File: src/rtl/ode_mem_pkg.sv
// Shared constants and types for the ODE solver problem-memory subsystem.
// Latency: n/a (package only).
// Backpressure: n/a (package only).
package ode_mem_pkg;

    localparam int ADDRESS_WIDTH       = 13;
    localparam int DATA_WIDTH          = 64;

    // Problem layout inside the RAM: A matrix from 0, then b vector, then x0.
    localparam int B_STARTING_ADDRESS  = 2507;
    localparam int X0_STARTING_ADDRESS = 5007;

    // Load-phase tracking of the RAM access arbiter.
    typedef enum logic [1:0] {
        LOAD  = 2'd0,
        DRAIN = 2'd1,
        READY = 2'd2
    } arb_state_t;

endpackage

File: src/rtl/ram_access_arbiter_if.sv
// Bundle of loader, solver and RAM signals around the RAM access arbiter.
// Latency: n/a (wiring only).
// Backpressure: loader has none (drops on overflow); solver holds Sv_Req until Sv_Grant.
// Ports: slave = arbiter side, master = environment side (loader, solver, RAM).
interface ram_access_arbiter_if #(
    parameter int AW = ode_mem_pkg::ADDRESS_WIDTH,
    parameter int DW = ode_mem_pkg::DATA_WIDTH
);
    // loader write stream
    logic          Ld_We;
    logic [AW-1:0] Ld_Address;
    logic [DW-1:0] Ld_Data;
    logic          Ld_Done;
    logic          Ld_Overflow;
    // solver access port
    logic          Sv_Req;
    logic          Sv_We;
    logic [AW-1:0] Sv_Address;
    logic [DW-1:0] Sv_Data;
    logic          Sv_Grant;
    logic          Sv_Rd_Valid;
    logic [DW-1:0] Sv_Rd_Data;
    // single-port RAM
    logic          RAM_We;
    logic [AW-1:0] RAM_Address;
    logic [DW-1:0] RAM_Data_Out;
    logic [DW-1:0] RAM_Data_In;
    // load phase
    logic          Load_Complete;

    modport slave (
        input  Ld_We, Ld_Address, Ld_Data, Ld_Done,
        input  Sv_Req, Sv_We, Sv_Address, Sv_Data,
        input  RAM_Data_In,
        output Ld_Overflow, Sv_Grant, Sv_Rd_Valid, Sv_Rd_Data,
        output RAM_We, RAM_Address, RAM_Data_Out, Load_Complete
    );

    modport master (
        output Ld_We, Ld_Address, Ld_Data, Ld_Done,
        output Sv_Req, Sv_We, Sv_Address, Sv_Data,
        output RAM_Data_In,
        input  Ld_Overflow, Sv_Grant, Sv_Rd_Valid, Sv_Rd_Data,
        input  RAM_We, RAM_Address, RAM_Data_Out, Load_Complete
    );

endinterface

File: src/rtl/ram_write_fifo.sv
// Synchronous FIFO absorbing loader writes until the RAM port is free.
// Latency: 1 cycle push-to-head (no bypass); head is visible combinationally on dat_o.
// Backpressure: none upstream; a push into a full FIFO is accepted only with a same-edge pop.
// Ports: clk_i/rst_i (async active-high), push_i/dat_i in, pop_i in, dat_o head,
//        full_o/empty_o/count_o status.
module ram_write_fifo #(
    parameter int WIDTH = 77,
    parameter int DEPTH = 4
) (
    input  logic                   clk_i,
    input  logic                   rst_i,
    input  logic                   push_i,
    input  logic                   pop_i,
    input  logic [WIDTH-1:0]       dat_i,
    output logic [WIDTH-1:0]       dat_o,
    output logic                   full_o,
    output logic                   empty_o,
    output logic [$clog2(DEPTH):0] count_o
);

    localparam int PW = $clog2(DEPTH);
    localparam int CW = PW + 1;

    logic [WIDTH-1:0] mem_q [DEPTH];
    logic [PW-1:0]    wr_ptr_q;
    logic [PW-1:0]    rd_ptr_q;
    logic [CW-1:0]    count_q;
    logic             do_push;
    logic             do_pop;

    assign empty_o = (count_q == '0);
    assign full_o  = (count_q == CW'(DEPTH));
    assign count_o = count_q;
    assign dat_o   = mem_q[rd_ptr_q];

    assign do_pop  = pop_i & ~empty_o;
    // The slot freed by a same-edge pop is reused, so a full FIFO still accepts.
    assign do_push = push_i & (~full_o | do_pop);

    always_ff @(posedge clk_i or posedge rst_i) begin
        if (rst_i) begin
            wr_ptr_q <= '0;
            rd_ptr_q <= '0;
            count_q  <= '0;
        end else begin
            if (do_push) wr_ptr_q <= wr_ptr_q + PW'(1);
            if (do_pop)  rd_ptr_q <= rd_ptr_q + PW'(1);
            count_q <= count_q + CW'(do_push) - CW'(do_pop);
        end
    end

    // Storage needs no reset: occupancy alone decides what is valid.
    always_ff @(posedge clk_i) begin
        if (do_push) mem_q[wr_ptr_q] <= dat_i;
    end

endmodule

File: src/rtl/ram_access_arbiter.sv
// Shares the single-port problem RAM between the loader write stream and the ODE solver.
// Latency: loader word reaches RAM >=1 cycle after Ld_We; solver grant is combinational,
//          read data valid the cycle after a read grant.
// Backpressure: loader cannot stall (buffered, dropped with sticky Ld_Overflow when full);
//               solver waits at most LD_BURST cycles behind buffered writes.
// Ports: CLK, RST (async active-high), bus (slave modport: loader, solver, RAM, Load_Complete).
module ram_access_arbiter #(
    parameter int ADDRESS_WIDTH = ode_mem_pkg::ADDRESS_WIDTH,
    parameter int DATA_WIDTH    = ode_mem_pkg::DATA_WIDTH,
    parameter int FIFO_DEPTH    = 4,
    parameter int LD_BURST      = 4
) (
    input  logic                 CLK,
    input  logic                 RST,
    ram_access_arbiter_if.slave  bus
);

    import ode_mem_pkg::*;

    localparam int EW = ADDRESS_WIDTH + DATA_WIDTH;
    localparam int CW = $clog2(FIFO_DEPTH) + 1;
    localparam int BW = $clog2(LD_BURST + 1);
    localparam logic [BW-1:0] BURST_MAX = BW'(LD_BURST);

    logic [EW-1:0]            head_dat;
    logic [ADDRESS_WIDTH-1:0] head_addr;
    logic [DATA_WIDTH-1:0]    head_data;
    logic                     fifo_full;
    logic                     fifo_empty;
    logic [CW-1:0]            fifo_count;
    logic [CW-1:0]            count_d;
    logic                     empty_d;
    logic                     ld_pop;
    logic                     sv_grant;
    logic                     ld_accept;
    logic [BW-1:0]            burst_q;
    logic [BW-1:0]            burst_d;
    logic                     overflow_q;
    logic                     rd_valid_q;
    logic                     load_complete_q;
    arb_state_t               state_q;

    ram_write_fifo #(
        .WIDTH (EW),
        .DEPTH (FIFO_DEPTH)
    ) u_fifo (
        .clk_i   (CLK),
        .rst_i   (RST),
        .push_i  (bus.Ld_We),
        .pop_i   (ld_pop),
        .dat_i   ({bus.Ld_Address, bus.Ld_Data}),
        .dat_o   (head_dat),
        .full_o  (fifo_full),
        .empty_o (fifo_empty),
        .count_o (fifo_count)
    );

    assign {head_addr, head_data} = head_dat;

    // Buffered writes win unless the solver has already waited through a full burst.
    // RST gating keeps the RAM quiet for the whole reset pulse, not just after the flops clear.
    assign ld_pop    = ~RST & ~fifo_empty & ((burst_q < BURST_MAX) | ~bus.Sv_Req);
    assign sv_grant  = ~RST & ~ld_pop & bus.Sv_Req;
    assign ld_accept = bus.Ld_We & (~fifo_full | ld_pop);

    // Occupancy after this edge drives the load-phase transitions.
    assign count_d = fifo_count + CW'(ld_accept) - CW'(ld_pop);
    assign empty_d = (count_d == '0);

    always_comb begin
        burst_d = burst_q;
        if (sv_grant || !bus.Sv_Req) begin
            burst_d = '0;
        end else if (ld_pop && burst_q != BURST_MAX) begin
            burst_d = burst_q + BW'(1);
        end
    end

    assign bus.RAM_We        = ld_pop | (sv_grant & bus.Sv_We);
    assign bus.RAM_Address   = sv_grant ? bus.Sv_Address : head_addr;
    assign bus.RAM_Data_Out  = sv_grant ? bus.Sv_Data    : head_data;
    assign bus.Sv_Grant      = sv_grant;
    assign bus.Sv_Rd_Valid   = rd_valid_q;
    assign bus.Sv_Rd_Data    = bus.RAM_Data_In;
    assign bus.Ld_Overflow   = overflow_q;
    assign bus.Load_Complete = load_complete_q;

    always_ff @(posedge CLK or posedge RST) begin
        if (RST) begin
            burst_q    <= '0;
            overflow_q <= 1'b0;
            rd_valid_q <= 1'b0;
        end else begin
            burst_q    <= burst_d;
            rd_valid_q <= sv_grant & ~bus.Sv_We;
            if (bus.Ld_We && !ld_accept) overflow_q <= 1'b1;
        end
    end

    // Load phase; Load_Complete is registered alongside the state it reflects.
    always_ff @(posedge CLK or posedge RST) begin
        if (RST) begin
            state_q         <= LOAD;
            load_complete_q <= 1'b0;
        end else begin
            case (state_q)
                LOAD: begin
                    if (bus.Ld_Done) begin
                        if (empty_d) begin
                            state_q         <= READY;
                            load_complete_q <= 1'b1;
                        end else begin
                            state_q         <= DRAIN;
                        end
                    end
                end
                DRAIN: begin
                    if (empty_d) begin
                        state_q         <= READY;
                        load_complete_q <= 1'b1;
                    end
                end
                READY: begin
                    // A fresh problem load takes precedence over straggling writes.
                    if (!bus.Ld_Done) begin
                        state_q         <= LOAD;
                        load_complete_q <= 1'b0;
                    end else if (!empty_d) begin
                        state_q         <= DRAIN;
                        load_complete_q <= 1'b0;
                    end
                end
                default: begin
                    state_q         <= LOAD;
                    load_complete_q <= 1'b0;
                end
            endcase
        end
    end

endmodule

File: src/flat_wrapper.sv
// flat-port wrapper written by rule: the top's interface ports become plain ports
module ram_access_arbiter_flat import ode_mem_pkg::*;
#(
    parameter int ADDRESS_WIDTH = ode_mem_pkg::ADDRESS_WIDTH,
    parameter int DATA_WIDTH    = ode_mem_pkg::DATA_WIDTH,
    parameter int FIFO_DEPTH    = 4,
    parameter int LD_BURST      = 4
)
  (CLK, RST, bus_Ld_We, bus_Ld_Address, bus_Ld_Data, bus_Ld_Done, bus_Sv_Req, bus_Sv_We, bus_Sv_Address, bus_Sv_Data, bus_RAM_Data_In, bus_Ld_Overflow, bus_Sv_Grant, bus_Sv_Rd_Valid, bus_Sv_Rd_Data, bus_RAM_We, bus_RAM_Address, bus_RAM_Data_Out, bus_Load_Complete);
  ram_access_arbiter_if #(.AW((ADDRESS_WIDTH)), .DW((DATA_WIDTH))) bus_i ();
  input  logic CLK;
  input  logic RST;
  input wire logic [$bits(bus_i.Ld_We)-1:0] bus_Ld_We;
  input wire logic [$bits(bus_i.Ld_Address)-1:0] bus_Ld_Address;
  input wire logic [$bits(bus_i.Ld_Data)-1:0] bus_Ld_Data;
  input wire logic [$bits(bus_i.Ld_Done)-1:0] bus_Ld_Done;
  input wire logic [$bits(bus_i.Sv_Req)-1:0] bus_Sv_Req;
  input wire logic [$bits(bus_i.Sv_We)-1:0] bus_Sv_We;
  input wire logic [$bits(bus_i.Sv_Address)-1:0] bus_Sv_Address;
  input wire logic [$bits(bus_i.Sv_Data)-1:0] bus_Sv_Data;
  input wire logic [$bits(bus_i.RAM_Data_In)-1:0] bus_RAM_Data_In;
  output wire logic [$bits(bus_i.Ld_Overflow)-1:0] bus_Ld_Overflow;
  output wire logic [$bits(bus_i.Sv_Grant)-1:0] bus_Sv_Grant;
  output wire logic [$bits(bus_i.Sv_Rd_Valid)-1:0] bus_Sv_Rd_Valid;
  output wire logic [$bits(bus_i.Sv_Rd_Data)-1:0] bus_Sv_Rd_Data;
  output wire logic [$bits(bus_i.RAM_We)-1:0] bus_RAM_We;
  output wire logic [$bits(bus_i.RAM_Address)-1:0] bus_RAM_Address;
  output wire logic [$bits(bus_i.RAM_Data_Out)-1:0] bus_RAM_Data_Out;
  output wire logic [$bits(bus_i.Load_Complete)-1:0] bus_Load_Complete;
  assign bus_i.Ld_We = bus_Ld_We;
  assign bus_i.Ld_Address = bus_Ld_Address;
  assign bus_i.Ld_Data = bus_Ld_Data;
  assign bus_i.Ld_Done = bus_Ld_Done;
  assign bus_i.Sv_Req = bus_Sv_Req;
  assign bus_i.Sv_We = bus_Sv_We;
  assign bus_i.Sv_Address = bus_Sv_Address;
  assign bus_i.Sv_Data = bus_Sv_Data;
  assign bus_i.RAM_Data_In = bus_RAM_Data_In;
  assign bus_Ld_Overflow = bus_i.Ld_Overflow;
  assign bus_Sv_Grant = bus_i.Sv_Grant;
  assign bus_Sv_Rd_Valid = bus_i.Sv_Rd_Valid;
  assign bus_Sv_Rd_Data = bus_i.Sv_Rd_Data;
  assign bus_RAM_We = bus_i.RAM_We;
  assign bus_RAM_Address = bus_i.RAM_Address;
  assign bus_RAM_Data_Out = bus_i.RAM_Data_Out;
  assign bus_Load_Complete = bus_i.Load_Complete;
  ram_access_arbiter #(.ADDRESS_WIDTH(ADDRESS_WIDTH), .DATA_WIDTH(DATA_WIDTH), .FIFO_DEPTH(FIFO_DEPTH), .LD_BURST(LD_BURST)) u_core (.CLK(CLK), .RST(RST), .bus(bus_i));
endmodule
File: config.mk
export PLATFORM = sky130hd
export DESIGN_NAME = ram_access_arbiter_flat
export DESIGN_NICKNAME = d
export VERILOG_FILES = /design/src/rtl/ode_mem_pkg.sv /design/src/rtl/ram_access_arbiter_if.sv /design/src/rtl/ram_write_fifo.sv /design/src/rtl/ram_access_arbiter.sv /design/src/flat_wrapper.sv
export SDC_FILE = /design/constraint.sdc
export NUM_CORES = 1
export LEC_CHECK = 0
export CAP_MARGIN = 20
export CORE_ASPECT_RATIO = 1.5
export CORE_UTILIZATION = 35
export CTS_CLUSTER_SIZE = 30
export DETAILED_ROUTE_END_ITERATION = 6
export DONT_BUFFER_PORTS = 1
export GPL_ROUTABILITY_DRIVEN = 0
export MAX_ROUTING_LAYER = met4
export PLACE_DENSITY_LB_ADDON = 0.05
export RECOVER_POWER = 25
export SYNTH_ARGS = -nofsm -noshare
export SYNTH_HDL_FRONTEND = slang
export SYNTH_SLANG_ARGS = --single-unit
File: constraint.sdc
create_clock -name CLK -period 3.8 [get_ports CLK]
set_input_delay 0.38 -clock CLK [delete_from_list [all_inputs] [get_ports CLK]]
set_output_delay 0.38 -clock CLK [all_outputs]
set_load 0.01 [all_outputs]
==> results of run 1 <==
Yosys cell counts, drive strengths merged (2+ instances only):
| cell type | count |
|---|---|
| mux2i | 2 |
| nand3b | 2 |
| dfrtp | 15 |
| nor2 | 5 |
| fa | 2 |
| o21a | 2 |
| xor2 | 2 |
| inv | 9 |
| and2 | 5 |
| a21boi | 2 |
| nor2b | 3 |
| mux2 | 78 |
| nand2 | 3 |
| o21ai | 3 |
| nand3 | 3 |
| mux4 | 77 |
| xnor2 | 3 |
| buf | 88 |
| ha | 8 |
| edfxtp | 308 |
| nor3 | 2 |
| clkbuf | 3 |
| a21o | 2 |
per-layer routing:
layer  track usage
met1         0.152
met2         0.283
met3        0.0308
met4        0.0752
met5             -
stage by stage:
step / area (µm²) / std cells / setup WS, ns / utilization / hold slack, ns
after floorplan: 13400 / 634 / 0.562 / - / 0.281
after global placement: 13600 / 1046 / 1.05 / 0.360 / 0.368
after detailed placement: 13600 / 1046 / 0.984 / 0.360 / 0.382
after CTS: 15500 / 1188 / 0.969 / 0.411 / 0.0195
after global routing: 15500 / 1190 / 0.794 / 0.411 / 0.0474
kinds of logic after synthesis:
| logic type | Yosys count |
|---|---|
| flip-flops | 323 |
| multiplexers | 157 |
| buffers and inverters | 100 |
| AND/OR/NAND/NOR | 26 |
| AO/OA/AOI/OAI | 13 |
| adder cells (fa/ha/maj) | 10 |
| XOR/XNOR | 5 |
what timing repair did:
action,in CTS,in global routing
hold buffers,81,0
endpoints found under the hold margin,328,0
buffers inserted,0,0
==> results.sh, run 1 <==
export IMPL_overflow=0
export IMPL_synth_top_cell_area_share=0.691
export IMPL_synth_cell_types=36
export IMPL_synth_edf_count=308
export IMPL_yosysTopAreaCell="edfxtp_1"
export IMPL_synthMuxAreaShare=0.198
export IMPL_yosysWarnings=0
export IMPL_portBuffers=0
export IMPL_status="stopped before the end"
export IMPL_hpwl_um=17800
export IMPL_die_x_um=162
export IMPL_grt_max_degree=61
export IMPL_rows=87
export IMPL_synthCells=634
export IMPL_synth_adder_area_share=0.0105
export IMPL_synth_compound_area_frac=0.00701
export IMPL_ctsResizeCount=0
export IMPL_grt_antenna_before_repair=2
export IMPL_clock_sinks=323
export IMPL_grt_pass1_vias=6778
export IMPL_initial_core_util=0.355
export IMPL_cts_root_buf="clkbuf_16"
export IMPL_clockBufferDepth=3
export IMPL_synth_top_flop_cell="edfxtp_1"
export IMPL_syn_area_mm2=0.0134
export IMPL_synthXorXnorAreaFrac=0.00327
export IMPL_syn_nets=868
export IMPL_stop_stage="5_2_route"
export IMPL_synth_top_family_by_area="multiplexers"
export IMPL_die_height_um=241
export IMPL_synth_simple_area_share=0.0107
export IMPL_cts_made_buffers=34
export IMPL_synth_seq_cells=323
export IMPL_synth_async_reset_ratio=0.0464
export IMPL_htreeDepth=2
export IMPL_io_pins=370
export IMPL_synth_seq_area_share=0.719
export IMPL_error="[ERROR DRT-0255] Maze Route cannot find path of net bus_RAM_Data_In[42] in worker of routeBox ( 144900 96600 ) ( 161630 144900 )."
export IMPL_gr_usage_all_layers=0.153
export IMPL_avgSynthCellArea_um2=21.1
export IMPL_grt_pass1_wl_um=41900
export IMPL_synth_area_leaders="edfxtp_1 (69%), mux4_2 (13%), mux2_2 (6.1%)"
==> run 2, diff against run 1 <==
CORE_ASPECT_RATIO = default   (was 1.5)
CORE_UTILIZATION = 20   (was 35)
CTS_CLUSTER_SIZE = default   (was 30)
MAX_ROUTING_LAYER = default   (was met4)
PLACE_DENSITY_LB_ADDON = 0.15   (was 0.05)
==> run 2 against run 1 <==
Compared with the run above: the flow now finishes, with violations (design-rule violations); synthesized cell count unchanged; synthesized area unchanged; global-route usage decreased by 6.5 points.
==> results.sh, run 2 <==
export IMPL_finalNetCount=915
export IMPL_violations="design-rule violations"
export IMPL_ant_nets=0
export IMPL_hold_class="in2reg"
export IMPL_synth_common_cells="edfxtp_1 (308), mux4_2 (77), mux2_2 (72), buf_4 (65)"
export IMPL_grt_pass1_wl_um=43700
export IMPL_synth_simple_area_share=0.0107
export IMPL_status="finished, violations left"
export IMPL_synth_edf_count=308
export IMPL_ctsResizeCount=0
export IMPL_gr_usage_all_layers=0.0880
export IMPL_vdd_drop_max_mv=0.375
export IMPL_worstSetupPathType="reg2reg"
export IMPL_p_total_mw=12.1
export IMPL_num_vias=6017
export IMPL_pre_cts_ws_ns=0.964
export IMPL_routed_wl_um=30000
export IMPL_yosysWarnings=0
export IMPL_synth_most_common_cell="edfxtp_1"
export IMPL_utilization=0.244
export IMPL_hold_viol=0
export IMPL_initial_core_util=0.203
export IMPL_synth_seq_area_share=0.719
export IMPL_critPathMaxFanout=7
export IMPL_die_area_mm2=0.0679
export IMPL_synth_top_flop_cell="edfxtp_1"
export IMPL_yosysTopAreaCell="edfxtp_1"
export IMPL_portBuffers=0
export IMPL_cts_made_buffers=40
export IMPL_crit_start="u_core.u_fifo.count_o[0]"
export IMPL_path_clk_slew_ns=0.06
export IMPL_r2r_start="u_core.u_fifo.count_o[0]"
export IMPL_worstSkewPairLatency_ns=0.54
export IMPL_top_register="u_core.u_fifo.mem_q"
export IMPL_synthCells=634
export IMPL_htreeDepth=2
export IMPL_fill_cells=6718
export IMPL_cts_hold_buf=82
export IMPL_avgSynthCellArea_um2=21.1
export IMPL_cts_tree="yes"
export IMPL_hpwl_um=18500
export IMPL_power_net_switching_mw=3.57
export IMPL_power_frac_clock=0.300
export IMPL_hold_start="bus_Ld_Done"
export IMPL_die_height_um=261
export IMPL_cp_top_family="simple AND/OR/NAND/NOR gates"
export IMPL_p_leak_nw=5.15
export IMPL_synth_seq_cells=323
export IMPL_drt_pass1_iterations=7
export IMPL_fin_ws_ns=0.950
export IMPL_critPathArrivalTime_ns=3.29
export IMPL_finalCriticalPeriod_ns=2.85
export IMPL_timing_critical_path_buf_inv=0
export IMPL_rsz0062_at_grt="false"
export IMPL_grt_max_degree=43
export IMPL_rows=94
export IMPL_p_comb_frac=0.298
export IMPL_crit_chain="or3_1 -> and2_1 -> o21ai_0 -> ha_1 -> fa_1 -> nor3b_1 -> mux2i_1 -> o32ai_1"
export IMPL_area_growth_pct=20.6
export IMPL_viasPerCell=3.82
export IMPL_critPathSlowestCell="or3_1"
export IMPL_cp_data_required_time_ns=4.25
export IMPL_setup_viol=0
export IMPL_clockBufferDepth=3
export IMPL_syn_area_mm2=0.0134
export IMPL_drive_above_1_share=0.322
export IMPL_synth_async_reset_ratio=0.0464
export IMPL_synth_adder_area_share=0.0105
export IMPL_synth_top_cell_area_share=0.691
export IMPL_clock_sinks=323
export IMPL_final_common_cell="edfxtp_1"
export IMPL_synth_top_family_by_area="multiplexers"
export IMPL_drcViolationCount=66
export IMPL_final_cell_area_mm2=0.0161
export IMPL_relSlewSlack=0.583
export IMPL_setup_worst_path_start_class="flip-flop"
export IMPL_switching_share=0.294
export IMPL_power_density_mw_per_mm2=752
export IMPL_synth_area_leaders="edfxtp_1 (69%), mux4_2 (13%), mux2_2 (6.1%)"
export IMPL_finClkSkew_ns=0.0155
export IMPL_layout_common_cells="edfxtp_1 (308), dlygate4sd3_1 (82), mux4_2 (77)"
export IMPL_synthMuxAreaShare=0.198
export IMPL_timing_fmax_mhz=351
export IMPL_fin_crit_sh=0.750
export IMPL_syn_nets=868
export IMPL_intPower_mw=8.57
export IMPL_largest_reg_flops=308
export IMPL_grt_antenna_before_repair=4
export IMPL_synth_compound_area_frac=0.00701
export IMPL_seq_power_share=0.402
export IMPL_cp_end_kind="flip-flop"
export IMPL_coreArea_mm2=0.0660
export IMPL_overflow=0
export IMPL_synth_cell_types=36
export IMPL_placed_cell_area_mm2=0.0140
export IMPL_io_pins=370
export IMPL_tightest_slew_ns=0.625
export IMPL_synthXorXnorAreaFrac=0.00327
export IMPL_dp_cells=1421
export IMPL_post_cts_buffers=0
export IMPL_drt_iter0_drc=317
export IMPL_whs_ns=0.0449
export IMPL_grt_pass1_vias=6800
export IMPL_die_x_um=261
export IMPL_critPathMaxStageDelay_ns=0.50
export IMPL_finalNonFillerCells=1577
export IMPL_maxCapViolations=0
export IMPL_cts_root_buf="clkbuf_16"
export IMPL_fin_setup_tns_ns=0
export IMPL_slew_viol_final=0
export IMPL_wl_per_cell_um=19.0
[run 2: cell counts after synthesis]
No cell type changed its count.
[run 2: cell families (layout without fill, tap and decap cells)]
kind of cell	Yosys count	count (layout)
AO/OA/AOI/OAI	13	13
XOR/XNOR	5	5
adder cells (fa/ha/maj)	10	10
buffers and inverters	100	177
flip-flops	323	323
multiplexers	157	157
other	0	2
AND/OR/NAND/NOR	26	26
[run 2: per-layer routing]
layer	track usage	routed length [µm]	up-vias
met5	0	27	-
met4	0.0443	1040	4
met3	0.0247	1840	80
met2	0.152	15300	201
met1	0.0995	11800	3132
li1	-	-	2600
[run 2: final cells by class]
type	instances	area (µm²)	area share
antenna	2	5.00	0.000310
clock buffer	52	1090	0.0675
timing repair buffer	96	1010	0.0628
tap	864	1080	0.0670
sequential	323	9630	0.597
multi-input combinational	211	3090	0.192
clock inverter	20	184	0.0114
inverter	9	33.8	0.00209
[run 2: worst paths after layout]
path	end	slack, ns	cells after the start
hold / removal	u_core.bus.Load_Complete	0.04	2
min in group asynchronous	u_core.bus.Sv_Rd_Valid	0.45	2
setup reg to reg	u_core.bus.Load_Complete	0.95	8
max in group asynchronous	u_core.u_fifo.rd_ptr_q[1]	2.88	2
hold reg to reg	u_core.bus.Load_Complete	0.49	1
setup / recovery	u_core.bus.Load_Complete	0.95	8
[run 2: power groups by stage]
stage	registers (mW)	logic (mW)	clock network (mW)
CTS	4.89	3.79	3.80
global route	4.94	3.96	3.92
detailed placement	4.96	3.67	0
floorplan	4.92	2.80	0
global placement	4.92	3.65	0
finish	4.88	3.61	3.65
No activity file was read; power rests on OpenSTA's default activity.
==> run 3, diff against run 2 <==
clock period = 2.7 ns   (was 3.8 ns; I/O delays follow)
==> run 3 against run 2 <==
Compared with the run above: the run still ends with design-rule violations left; non-clock buffer count is 10 higher; worst hold slack better by 0.050 ns; wire length is 0.19% lower; setup slack worse by 0.88 ns; largest power group unchanged; flip-flop and latch count stayed put; fmax is 8.4% higher; clock skew is 0.0016 ns lower; cell count is 0.44% higher; die area stayed put; core utilization is 0.15 points higher; final area is 0.63% higher; critical endpoint unchanged; clock power is 35% higher.
==> results.sh, run 3 (synthesized netlist as in run 2, its figures left out) <==
export IMPL_fill_cells=6678
export IMPL_ff_latch_area_mm2=0.00963
export IMPL_drive_above_1_share=0.342
export IMPL_setup_viol=0
export IMPL_tightest_slew_ns=0.648
export IMPL_finClkSkew_ns=0.0140
export IMPL_use_met3=0.0239
export IMPL_clockBufferDepth=3
export IMPL_cp_end_kind="flip-flop"
export IMPL_hold_path_endpoint="u_core.u_fifo.wr_ptr_q[0]"
export IMPL_min_delay_path_depth=2
export IMPL_coreArea_mm2=0.0660
export IMPL_initial_core_util=0.203
export IMPL_pre_cts_ws_ns=-0.00763
export IMPL_ff2ff_setup_slack_ns=0.07
export IMPL_r2r_start="u_core.u_fifo.count_o[0]"
export IMPL_top_usage_layer="met2"
export IMPL_cts_root_buf="clkbuf_16"
export IMPL_ant_nets=0
export IMPL_final_common_cell="edfxtp_1"
export IMPL_finalNetCount=926
export IMPL_worstSkewPairLatency_ns=0.55
export IMPL_r2r_end="u_core.bus.Load_Complete"
export IMPL_hold_start="bus_Ld_We"
export IMPL_cts_tree="yes"
export IMPL_critPathMaxFanout=5
export IMPL_cts_made_buffers=41
export IMPL_die_area_mm2=0.0679
export IMPL_slew_viol_final=0
export IMPL_layout_common_cells="edfxtp_1 (308), dlygate4sd3_1 (82), mux4_2 (77)"
export IMPL_grt_pass1_wl_um=43500
export IMPL_gr_usage_all_layers=0.0873
export IMPL_rsz0062_at_grt="false"
export IMPL_reg2reg_depth=8
export IMPL_hold_viol=0
export IMPL_finalCriticalPeriod_ns=2.63
export IMPL_dp_cells=1430
export IMPL_hpwl_um=18800
export IMPL_num_vias=6034
export IMPL_status="finished, violations left"
export IMPL_multi_input_area_mm2=0.00311
export IMPL_drcViolationCount=70
export IMPL_die_height_um=261
export IMPL_portBuffers=0
export IMPL_placed_cell_area_mm2=0.0142
export IMPL_critPathArrivalTime_ns=3.06
export IMPL_hold_class="in2reg"
export IMPL_setup_worst_path_start_class="flip-flop"
export IMPL_worstSetupPathType="reg2reg"
export IMPL_vdd_drop_max_mv=0.637
export IMPL_relSlewSlack=0.568
export IMPL_p_leak_nw=5.20
export IMPL_cp_data_required_time_ns=3.14
export IMPL_drt_pass1_iterations=7
export IMPL_fin_ws_ns=0.0715
export IMPL_routed_wl_um=30000
export IMPL_grt_antenna_before_repair=0
export IMPL_gr_usage_met2=0.154
export IMPL_use_met1=0.0968
export IMPL_htreeDepth=2
export IMPL_antenna_cells=0
export IMPL_area_growth_pct=21.3
export IMPL_finalNonFillerCells=1584
export IMPL_violations="design-rule violations"
export IMPL_drt_iter0_drc=334
export IMPL_clock_sinks=323
export IMPL_path_clk_slew_ns=0.06
export IMPL_wl_per_cell_um=18.9
export IMPL_final_cell_area_mm2=0.0162
export IMPL_fin_crit_sh=0.974
export IMPL_io_pins=370
export IMPL_die_x_um=261
export IMPL_top_register="u_core.u_fifo.mem_q"
export IMPL_grt_max_degree=44
export IMPL_power_density_mw_per_mm2=1060
export IMPL_overflow=0
export IMPL_maxCapViolations=0
export IMPL_viasPerCell=3.81
export IMPL_largest_reg_flops=308
export IMPL_grt_pass1_vias=6856
export IMPL_rows=94
export IMPL_timing_fmax_mhz=380
-- run 3: report_power, final --
part,internal [mW],total [mW],leakage (nW),switching (mW)
logic,2.52,5.35,1.61,2.83
registers,6.60,6.88,3.00,0.273
clock network,2.88,4.93,0.591,2.06
total,12.0,17.2,5.20,5.16
-- run 3: through the flow --
stage               setup TNS (ns)  utilization  hold slack, ns  power (mW)
global placement                 0        0.215           0.263        12.2
global route                     0        0.246          0.0789        18.1
CTS                              0        0.246          0.0458        17.6
floorplan                        0            -           0.171        10.8
finish                           0        0.246          0.0947        17.2
detailed placement        -0.00763        0.215           0.264        12.3
-- run 3: worst max-delay path, cell delays in order (launching register included) --
cell	delay (ns)
dfrtp_1	0.43
or3_4	0.43
and2_1	0.16
o21ai_1	0.17
ha_1	0.21
fa_1	0.46
nor3b_2	0.23
mux2i_1	0.13
o32ai_1	0.31
-- run 3: repair_timing --
action | in CTS | in global routing
hold buffers | 82 | 0
setup endpoints to repair | 51 | 1
resized for setup | 2 | 3
setup buffers | 1 | 0
endpoints found under the hold margin | 331 | 0
-- run 3: cell type report --
type                    count  area share
clock buffers              47      0.0646
clock inverters            24     0.00971
inverters                   9     0.00208
multi-input cells         211       0.191
flip-flops and latches    323       0.593
well taps                 864      0.0666
repair buffers            106      0.0721
-- run 3: worst max path at each step --
stage	from	slack [ns]	cells after the start	endpoint
after global routing	u_core.u_fifo.count_o[0]	0.002	8	u_core.bus.Load_Complete
after global placement	u_core.u_fifo.count_o[0]	0.08	8	u_core.bus.Load_Complete
after detailed placement	u_core.u_fifo.count_o[0]	-0.008	8	u_core.bus.Load_Complete
after CTS	u_core.u_fifo.count_o[0]	0.03	8	u_core.bus.Load_Complete
final	u_core.u_fifo.count_o[0]	0.07	8	u_core.bus.Load_Complete
after floorplan	u_core.u_fifo.count_o[0]	0.12	9	u_core.bus.Load_Complete
-- run 3: per-layer routing --
layer	up-vias	wire length [µm]
li1	2623	-
met1	3117	11600
met2	224	15600
met3	70	1760
met4	0	989
met5	-	0
==> run 4, diff against run 3 <==
CORE_UTILIZATION = 45   (was 20)
==> run 4 against run 3 <==
Compared with the run above: the run now ends clean; clock skew decreased by 0.0012 ns; register-to-register slack improved by 0.05 ns; clock power is 9.1% lower; flip-flop and latch count did not move; non-clock buffer count shrank 7; sequential share of layout area increased by 3.1 points; combinational power down 5.8%; clock-buffer cell count is 2 lower; fmax grew 1.8%; via count shrank 0.25%; critical path type unchanged.
==> results.sh, run 4 (synthesized netlist as in run 2, its figures left out) <==
export IMPL_seq_power_share=0.419
export IMPL_critPathSlowestCell="fa_1"
export IMPL_finalNetCount=913
export IMPL_path_clk_slew_ns=0.06
export IMPL_hold_class="in2reg"
export IMPL_critPathMaxFanout=5
export IMPL_hold_viol=0
export IMPL_power_net_switching_mw=4.74
export IMPL_pre_cts_ws_ns=-0.0994
export IMPL_fin_ws_ns=0.118
export IMPL_rows=62
export IMPL_initial_core_util=0.461
export IMPL_fin_crit_sh=0.956
export IMPL_critPathArrivalTime_ns=2.98
export IMPL_grt_max_degree=56
export IMPL_worstSkewPairLatency_ns=0.50
export IMPL_drt_iter0_drc=325
export IMPL_htreeDepth=2
export IMPL_cp_data_required_time_ns=3.10
export IMPL_post_cts_buffers=0
export IMPL_hpwl_um=18500
export IMPL_drt_pass1_iterations=4
export IMPL_maxCapViolations=0
export IMPL_largest_reg_flops=308
export IMPL_utilization=0.532
export IMPL_clockBufferDepth=3
export IMPL_final_common_cell="edfxtp_1"
export IMPL_cts_made_buffers=35
export IMPL_drcViolationCount=0
export IMPL_p_comb_frac=0.308
export IMPL_setup_worst_path_start_class="flip-flop"
export IMPL_critPathMaxStageDelay_ns=0.46
export IMPL_vdd_drop_max_mv=0.590
export IMPL_finalNonFillerCells=1089
export IMPL_area_growth_pct=15.4
export IMPL_intPower_mw=11.6
export IMPL_cp_end_kind="flip-flop"
export IMPL_die_height_um=174
export IMPL_ant_nets=0
export IMPL_coreArea_mm2=0.0290
export IMPL_switching_share=0.289
export IMPL_io_pins=370
export IMPL_worstSetupPathType="reg2reg"
export IMPL_die_x_um=174
export IMPL_routed_wl_um=27900
export IMPL_gr_usage_all_layers=0.185
export IMPL_power_density_mw_per_mm2=1060
export IMPL_cp_top_family="simple AND/OR/NAND/NOR gates"
export IMPL_final_cell_area_mm2=0.0154
export IMPL_grt_pass1_vias=6520
export IMPL_finClkSkew_ns=0.0128
export IMPL_timing_critical_path_buf_inv=0
export IMPL_num_vias=6019
export IMPL_wl_per_cell_um=25.6
export IMPL_fill_cells=2281
export IMPL_power_frac_clock=0.273
export IMPL_timing_fmax_mhz=387
export IMPL_layout_common_cells="edfxtp_1 (308), dlygate4sd3_1 (82), mux4_2 (77)"
export IMPL_grt_antenna_before_repair=1
export IMPL_grt_pass1_wl_um=41500
export IMPL_dp_cells=944
export IMPL_placed_cell_area_mm2=0.0135
export IMPL_overflow=0
export IMPL_cts_root_buf="clkbuf_16"
export IMPL_clock_sinks=323
export IMPL_finalCriticalPeriod_ns=2.58
export IMPL_cts_tree="yes"
export IMPL_tightest_slew_ns=0.665
export IMPL_viasPerCell=5.53
export IMPL_setup_viol=0
export IMPL_slew_viol_final=0
export IMPL_drive_above_1_share=0.331
export IMPL_status="complete, no violations"
export IMPL_rsz0062_at_grt="false"
export IMPL_relSlewSlack=0.556
export IMPL_portBuffers=0
export IMPL_p_leak_nw=5.10
export IMPL_crit_chain="or3_4 -> and2_1 -> o21ai_1 -> ha_2 -> fa_1 -> nor3b_2 -> mux2i_1 -> o32ai_2"
export IMPL_top_register="u_core.u_fifo.mem_q"
export IMPL_die_area_mm2=0.0304
run 4: cell count changes in the layout (fill, tap and decap cells not counted), moves of 2 or more:
| cell | before | now |
|---|---|---|
| clkbuf_16 | 41 | 36 |
| clkbuf_1 | 6 | 9 |
| inv_6 | 5 | 2 |
| clkinvlp_4 | 2 | 0 |
| clkinv_1 | 9 | 5 |
| buf_4 | 11 | 6 |
run 4: per-layer routing:
metal,routed length [µm],track usage,share of wire,up-vias
met2,14600,0.319,0.52,259
met4,948,0.0782,0.034,0
met3,2320,0.0595,0.083,52
met1,10000,0.211,0.36,3110
met5,0,0.00160,0,-
li1,-,-,-,2598
run 4: cell type report:
type                       count  area, µm²  share of cell area
timing repair buffer          99       1090              0.0704
multi-input combinational    211       3120               0.202
antenna                        1       2.50            0.000162
sequential                   323       9630               0.624
tap                          384        480              0.0311
clock buffer                  45        935              0.0606
inverter                       9       33.8             0.00219
clock inverter                17        148             0.00957
run 4: tightest hold or removal path: stages:
cell and delay, ns:
a21oi_1 0.05, nand3_1 0.11, xnor2_1 0.07
run 4: path summary, 6_finish.rpt:
check	endpoint	slack (ns)	from	cells after the start
hold / removal	u_core.u_fifo.rd_ptr_q[1]	0.05	RST	3
setup reg to reg	u_core.bus.Load_Complete	0.12	u_core.u_fifo.count_o[0]	8
hold reg to reg	u_core.bus.Load_Complete	0.51	u_core.state_q[1]	1
min in group asynchronous	u_core.bus.Ld_Overflow	0.40	RST	2
max in group asynchronous	u_core.u_fifo.rd_ptr_q[1]	1.83	RST	2
setup / recovery	u_core.bus.Load_Complete	0.12	u_core.u_fifo.count_o[0]	8
run 4: what timing repair did:
action                     CTS  global route
gates resized for setup      3             3
hold endpoints to repair   330             0
hold buffers                82             0
setup endpoints to repair    1             1
pin swaps                    1             1
run 4: power by group through the flow:
| stage | Combinational (mW) | Sequential [mW] | Clock (mW) |
|---|---|---|---|
| CTS | 5.16 | 6.87 | 4.61 |
| floorplan | 3.95 | 6.88 | 0 |
| global placement | 4.95 | 6.90 | 0 |
| detailed placement | 4.96 | 6.97 | 0 |
| finish | 5.04 | 6.86 | 4.48 |
| global route | 5.45 | 6.94 | 4.79 |
run 4: metrics by stage:
step | hold WS (ns) | total power, mW | setup TNS [ns]
6_report | 0.0450 | 16.4 | 0
5_1_grt | 0.0418 | 17.2 | 0
4_1_cts | 0.0255 | 16.6 | 0
3_5_place_dp | 0.267 | 11.9 | -0.0994
3_3_place_gp | 0.246 | 11.8 | 0
2_1_floorplan | 0.171 | 10.8 | 0
